[src/rtl/frame_scheduler.sv]
// frame_scheduler: 4x1041 slot timing master pulling client payload bytes over ready/valid
module frame_scheduler #(
  parameter int ROWS    = 4,
  parameter int COLS    = 1041,
  parameter int OH_COLS = 16
) (
  input  logic        i_clk,
  input  logic        i_rst,
  input  logic        i_enable,
  input  logic [7:0]  i_client_data,
  input  logic        i_client_valid,
  output logic        o_client_ready,
  output logic [1:0]  o_row_cnt,
  output logic [10:0] o_col_cnt,
  output logic [7:0]  o_pyld_data,
  output logic        o_pyld_data_valid,
  output logic        o_frame_start,
  output logic [7:0]  o_mframe_cnt,
  output logic        o_underrun,
  output logic [15:0] o_underrun_cnt
);
  localparam logic [1:0]  ROW_LAST = 2'(ROWS - 1);
  localparam logic [10:0] COL_LAST = 11'(COLS - 1);
  localparam logic [10:0] PL_LO    = 11'(OH_COLS);
  localparam logic [10:0] PL_HI    = 11'(COLS - 2);
  typedef enum logic [1:0] {IDLE, RUN, DRAIN} state_t;
  state_t      state;
  logic [1:0]  row;
  logic [10:0] col;
  logic [7:0]  mf;
  logic        payload;
  logic        xfer;
  logic        last;
  // slot classification of the slot being processed this cycle
  always_comb begin
    payload        = state != IDLE && col >= PL_LO && col <= PL_HI;
    xfer           = payload & i_client_valid;
    last           = row == ROW_LAST && col == COL_LAST;
    o_client_ready = payload;
  end
  // slot counters, framing FSM and registered presentation of the processed slot
  always_ff @(posedge i_clk or posedge i_rst) begin
    if (i_rst) begin
      state             <= IDLE;
      row               <= '0;
      col               <= '0;
      mf                <= '0;
      o_row_cnt         <= '0;
      o_col_cnt         <= '0;
      o_pyld_data       <= '0;
      o_pyld_data_valid <= 1'b0;
      o_frame_start     <= 1'b0;
      o_mframe_cnt      <= '0;
      o_underrun        <= 1'b0;
      o_underrun_cnt    <= '0;
    end else if (state == IDLE) begin
      state             <= i_enable ? RUN : IDLE;
      row               <= '0;
      col               <= '0;
      o_row_cnt         <= '0;
      o_col_cnt         <= '0;
      o_pyld_data       <= '0;
      o_pyld_data_valid <= 1'b0;
      o_frame_start     <= 1'b0;
      o_mframe_cnt      <= '0;
      o_underrun        <= 1'b0;
    end else begin
      state             <= i_enable ? RUN : last ? IDLE : DRAIN;
      col               <= col == COL_LAST ? '0 : col + 11'd1;
      row               <= col != COL_LAST ? row : row == ROW_LAST ? '0 : row + 2'd1;
      mf                <= last ? mf + 8'd1 : mf;
      o_row_cnt         <= row;
      o_col_cnt         <= col;
      o_pyld_data       <= xfer ? i_client_data : 8'h00;
      o_pyld_data_valid <= xfer;
      o_frame_start     <= row == '0 && col == '0;
      o_mframe_cnt      <= mf;
      o_underrun        <= payload & ~i_client_valid;
      o_underrun_cnt    <= payload && !i_client_valid && o_underrun_cnt != 16'hFFFF ? o_underrun_cnt + 16'd1 : o_underrun_cnt;
    end
  end
endmodule

[config.mk]
export PLATFORM = sky130hd
export DESIGN_NAME = frame_scheduler
export DESIGN_NICKNAME = d
export VERILOG_FILES = /design/src/rtl/frame_scheduler.sv
export SDC_FILE = /design/constraint.sdc
export NUM_CORES = 1
export LEC_CHECK = 0
export CAP_MARGIN = 40
export CORE_MARGIN = 10
export CORE_UTILIZATION = 30
export CTS_CLUSTER_SIZE = 16
export DETAILED_ROUTE_END_ITERATION = 16
export PLACE_DENSITY = 0.63
export SETUP_SLACK_MARGIN = 0.1
export SLEW_MARGIN = 0
export SYNTH_ARGS = -nofsm -noshare
export SYNTH_HDL_FRONTEND = slang
export SYNTH_SLANG_ARGS = --single-unit
[constraint.sdc]
create_clock -name i_clk -period 3 [get_ports i_clk]
set_input_delay 0.6 -clock i_clk [delete_from_list [all_inputs] [get_ports i_clk]]
set_output_delay 0.6 -clock i_clk [all_outputs]
set_load 0.005 [all_outputs]
# --- Word level (Yosys, flattened, before mapping) ---
# Index checks and enable logic that the tools add are counted.
# W data, S select, Z words.
op_classes:
  add_sub_neg: 4
  n_lt_le_gt_ge: 2
  n_eq_ne: 5
  muxes: 17
  bitwise: 4
  reduce_logical: 13
op_table:
  columns: ["cell", "count"]
  rows:
  - ["$mux W11", 3]
  - ["$mux W8", 3]
  - ["$add A16 B1 Y16 const B", 1]
  - ["$ne A16 B16 Y1 const B", 1]
  - ["$mux W2", 7]
  - ["$add A11 B1 Y11 const B", 1]
  - ["$eq A11 B11 Y1 const B", 1]
  - ["$ge A11 B5 Y1 const B", 1]
  - ["$le A11 B11 Y1 const B", 1]
  - ["$logic_not A11 Y1", 1]
  - ["$ne A11 B11 Y1 const B", 1]
  - ["$add A8 B1 Y8 const B", 1]
  - ["$logic_and A1 B1 Y1", 6]
  - ["$logic_not A2 Y1", 2]
  - ["$mux W1", 4]
  - ["$reduce_and A2 Y1", 2]
  - ["$add A2 B1 Y2 const B", 1]
  - ["$and A1 B1 Y1", 2]
  - ["$eq A2 B2 Y1 const B", 1]
  - ["$ne A2 B2 Y1 const B", 1]
  - ["$not A1 Y1", 2]
  - ["$reduce_bool A2 Y1", 1]
  - ["$logic_not A1 Y1", 1]
totals:
  regBits: 71
  inputBits: 12
  output_inout_bits: 49
  elab_cells: 57

# --- Depth between registers and ports, before layout ---
depth:
  ltp_word: 6
  depth_mapped: 8
  mapped_depth_nobuf: 7

# --- Least setup slack after synthesis ---
# OpenSTA, ideal clock, no wires.
synth_timing:
  path_type: "register to register"
  from: "register col[0]"
  to: "register mf[1]"
  setup_ps: 125
  arrival_time_ps: 1953
  required_ps: 2875
  slack_ps: 923
  stages_incl_launch_ff: 8
  n_path_buf: 1
  synth_period_minus_slack_ps: 2077
  cell_sequence: "dfrtp_1 > inv_1 > ha_1 > or3b_4 > nor4_4 > and3_1 > buf_4 > mux2_2"
synth_between:
  elab_chain_len: 3
synth_lines:
  columns: ["item", "line", "rtl"]
  rows:
  - ["start: declaration", "29", "logic [10:0] col;"]
  - ["start signal: assignment", "69", "col <= col == COL_LAST ? '0 : col + 11'd1;"]
  - ["$eq A11 B11 Y1", "38", "last = row == ROW_LAST && col == COL_LAST;"]
  - ["$logic_and A1 B1 Y1", "38", null]
  - ["$reduce_and A2 Y1 (no source line)", null, null]
  - ["end signal: assignment", "71", "mf <= last ? mf + 8'd1 : mf;"]
  - ["end: declaration", "30", "logic [7:0] mf;"]
# Every way passes these cells.
# A chain may end at the register's enable or synchronous reset.

# --- Worst setup path in the final report ---
layout_timing:
  from: "register col[7]"
  to: "output port o_client_ready"
layout_between:
  elab_chain_len: 3
  word_cells_on_any_way: 4
  cone_classes: "order compare (2); reduce/logical (2)"
layout_lines:
  columns: ["item", "line", "rtl"]
  rows:
  - ["$ge A11 B5 Y1", "36", "payload = state != IDLE && col >= PL_LO && col <= PL_HI;"]
  - ["$logic_and A1 B1 Y1", "36", null]
  - ["$logic_and A1 B1 Y1 (*)", "36", null]
  - ["end: declaration", "12", "output logic o_client_ready,"]
# Every way passes the cells marked *; elsewhere a longest branch is shown, timed or not.

==> parameters.txt <==
Parameter                              Value

Routing
  Antenna Violating Nets Remaining ... 0
  Pre-Repair DR Iteration Count ... 4
  Drt initial violations ... 97
  Post-route DRC ... 0
  Wire length after detailed routing ... 6.39 mm
  DR vias/cell ... 4.50
  Total number of vias ... 2015
  Drt wl/cell ... 14.3 microns

Placement
  Number of instances in the placed design ... roughly 430
  Input/output buffers ... 60
  Dpl ws ... 544 ps
  Half-perimeter wire length of the detailed placement result ... 4.56 mm
  Weighted congestion at the end of routability-driven global placement ... 0.756

Clocking
  Worst-skew pair later-pin latency ... 340 ps
  Cts bufs inserted ... 9
  Clock-pin slew reported for the worst setup and hold paths after clock tree synthesis ... 80 ps
  Count of H-tree levels built during CTS ... 3
  Number of setup buffers added after CTS ... 0
  Clk buf depth ... 2
  Clock Tree Root ... clkbuf_8
  Clock Sinks ... 71
  TritonCTS clock tree ... yes

Power
  Cell leakage power ... 0.00181 uW
  Peak supply drop ... 271 uV
  Pwr Density ... approximately 530 mW/mm^2
  Post-layout total power ... 2100 uW

Setup path
  Crit path largest cell delay ... between 400 and 500 ps
  Sequence of cells on the critical path ... or3_4 > o31ai_2 > a21oi_2 > clkdlybuf4s50_1
  CP max-delay cell ... clkdlybuf4s50_1
  CP Max Fanout ... 6
  Arrival time at the worst endpoint ... 2100 ps
  Class of the most critical setup path ... flop to output pin
  Required time of the worst setup path ... 2400 ps
  Kind of start point of the critical path ... flop
  Nature of the critical path endpoint ... output pin

Logic synthesis
  Top FF cell, synth ... dfrtp_1
  Number of instances in the synthesized netlist ... 247
  Cell types with the highest counts after synthesis ... dfrtp_1, nor2_1, xnor2_1, and2_1, and3_1
  Synthesized area ... 0.00292 sq mm
  Yosys warning total ... 0
  Post-synthesis area per instance ... 11.8 sq um
  Post-synth cell types ... 33
  Syn Nets ... 265
  Synth async-reset ratio ... 1.00
  Top cell type's share of synthesized area ... 0.608
  Sequential share of the synthesized area ... 0.608
  Synth Register Bits ... between 70 and 80
  Cells taking the most area after synthesis ... dfrtp_1, xnor2_1, and2_1, and3_1, nor2_1
  Most common cell in the netlist ... dfrtp_1
  EDFF count, synth ... 0
  Library cell occupying the most area in the post-synthesis netlist ... dfrtp_1

Outcome
  Run status ... completed

Global routing
  All-layer global routing usage ... 0.0913
  Number of antenna violations at the first check in global routing ... 0
  Global-route met2 utilization ... 0.138
  Busiest grt layer ... met2
  Maximum number of pins on one net before global-route repair ... 40
  Global-route met1 utilization ... 0.113
  Remaining global-route overflow ... 0
  First-pass GRT wire length ... 10.5 mm
  Fraction of met3 tracks used by global routing ... 0.0324
  Vias in the first global route ... around 2100

Timing
  Part of the cycle the worst path needs ... 0.899
  RSZ-0062 raised after global routing ... false
  Count of pins over their slew limit ... 0
  Worst hold-check slack ... about 470 ps
  Headroom to the max-slew limit ... 0.533
  Count of final hold-check violations ... 0
  Final count of negative-setup-slack endpoints ... 0
  Fin Clk Skew ... 10.4 ps
  Final min period ... approximately 2700 ps
  Least-Margin Pin Slew ... 700 ps
  Final worst-path setup slack ... 303 ps
  Highest Clock Rate ... 371 MHz
  Post-Route Setup TNS ... 0 ps

Job
  Max_cap viols ... 0

Floorplan
  Core Footprint ... ~0.0094 sq mm
  Number of ports placed on the die boundary ... 61
  Total Die Area ... 0.0141 sq mm
  Standard-cell row count ... 35
  Height of the die ... 119 microns
  Die Span X ... 119 microns
  Starting Density ... 0.312

Cells and area
  Post-Layout Cell Count ... 448
  Layout cells sized above 1 ... 0.110
  Storage element area ... 0.00178 sq mm
  Total Nets Final ... around 330
  Area used by multi-input combinational logic ... 0.00108 sq mm
  Synth-to-layout area growth ... 35.3%
  Total of fill cells in the finished design ... 907
  # diodes ... 0

Min path
  Worst min-delay path category ... flop to flop
## power by group
group | internal (uW) | total [uW] | switching, uW
clock | 572 | 925 | 353
combinational | 82.2 | 161 | 78.9
sequential | 988 | 1020 | 28.3
total | 1640 | 2100 | 460
## sequential cells by signal, summed over array words and instances (netlist names)
register	flops
o_mframe_cnt	8
o_underrun	1
state	2
mf	8
o_col_cnt	11
o_row_cnt	2
o_frame_start	1
o_underrun_cnt	16
row	2
o_pyld_data	8
o_pyld_data_valid	1
col	11
## per-stage QoR
stage,utilization,area [sq um]
final,0.422,3950
after global routing,0.422,3950
after CTS,0.421,3950
after detailed placement,0.395,3700
after global placement,0.395,3700
after floorplan,-,2920
## cell type report
cell class	instances	area share
well taps	129	0.0408
inverters	9	0.00854
flip-flops and latches	71	0.449
clock inverters	5	0.0269
repair buffers	66	0.166
multi-input cells	158	0.273
clock buffers	10	0.0348
## worst paths after layout
path                       slack (ps)              start                        to  cells after the start
hold / removal                    470  mf[7]$_DFFE_PP0P_         mf[7]$_DFFE_PP0P_                      1
max in group asynchronous        1650              i_rst          col[6]$_DFF_PP0_                      3
setup / recovery                  300   col[7]$_DFF_PP0_            o_client_ready                      4
setup reg to reg                  730   col[0]$_DFF_PP0_         mf[1]$_DFFE_PP0P_                      7
min in group asynchronous         700              i_rst  o_pyld_data[0]$_DFF_PP0_                      2
hold reg to reg                   470  mf[7]$_DFFE_PP0P_         mf[7]$_DFFE_PP0P_                      1
## cell families (layout without fill, tap and decap cells)
| kind of cell | count (synthesis) | count (layout) | share of synthesized area |
|---|---|---|---|
| AO/OA/AOI/OAI | 8 | 8 | 0.0188 |
| XOR/XNOR | 31 | 31 | 0.0955 |
| adder cells (fa/ha/maj) | 6 | 6 | 0.0257 |
| buffers and inverters | 18 | 90 | 0.0257 |
| flip-flops | 71 | 71 | 0.608 |
| multiplexers | 2 | 2 | 0.00770 |
| AND/OR/NAND/NOR | 111 | 111 | 0.219 |
## cell usage in the layout, fill, tap and decap left out, types with 3 or more instances in the layout
cell,n
nand4_1,14
nor2_1,28
buf_4,5
nand3_1,11
and2_1,17
bufinv_16,3
nand2_1,8
ha_1,6
nor2b_1,3
clkdlybuf4s50_1,60
xnor2_1,25
clkbuf_8,10
dfrtp_1,71
or2_2,3
and3_1,17
xor2_1,5
inv_1,8
## per-layer routing
layer,up-vias,wire length [microns]
li1,962,-
met1,996,2980
met2,47,2940
met3,10,385
met4,0,89
met5,-,0
## critical path: cells and delay by family, from the launching register on
kind / cells / cell delay (ps)
flops: 1 / 450
compound gates: 2 / 400
simple gates: 1 / 440
buf+inv: 1 / 470
## repair_timing
action | CTS | global route
gates resized for setup | 0 | 2
endpoints found under the setup margin | 0 | 1
endpoints found under the hold margin | 0 | 0
hold buffers | 0 | 0
Note: power is estimated with default switching activity, not from simulation.
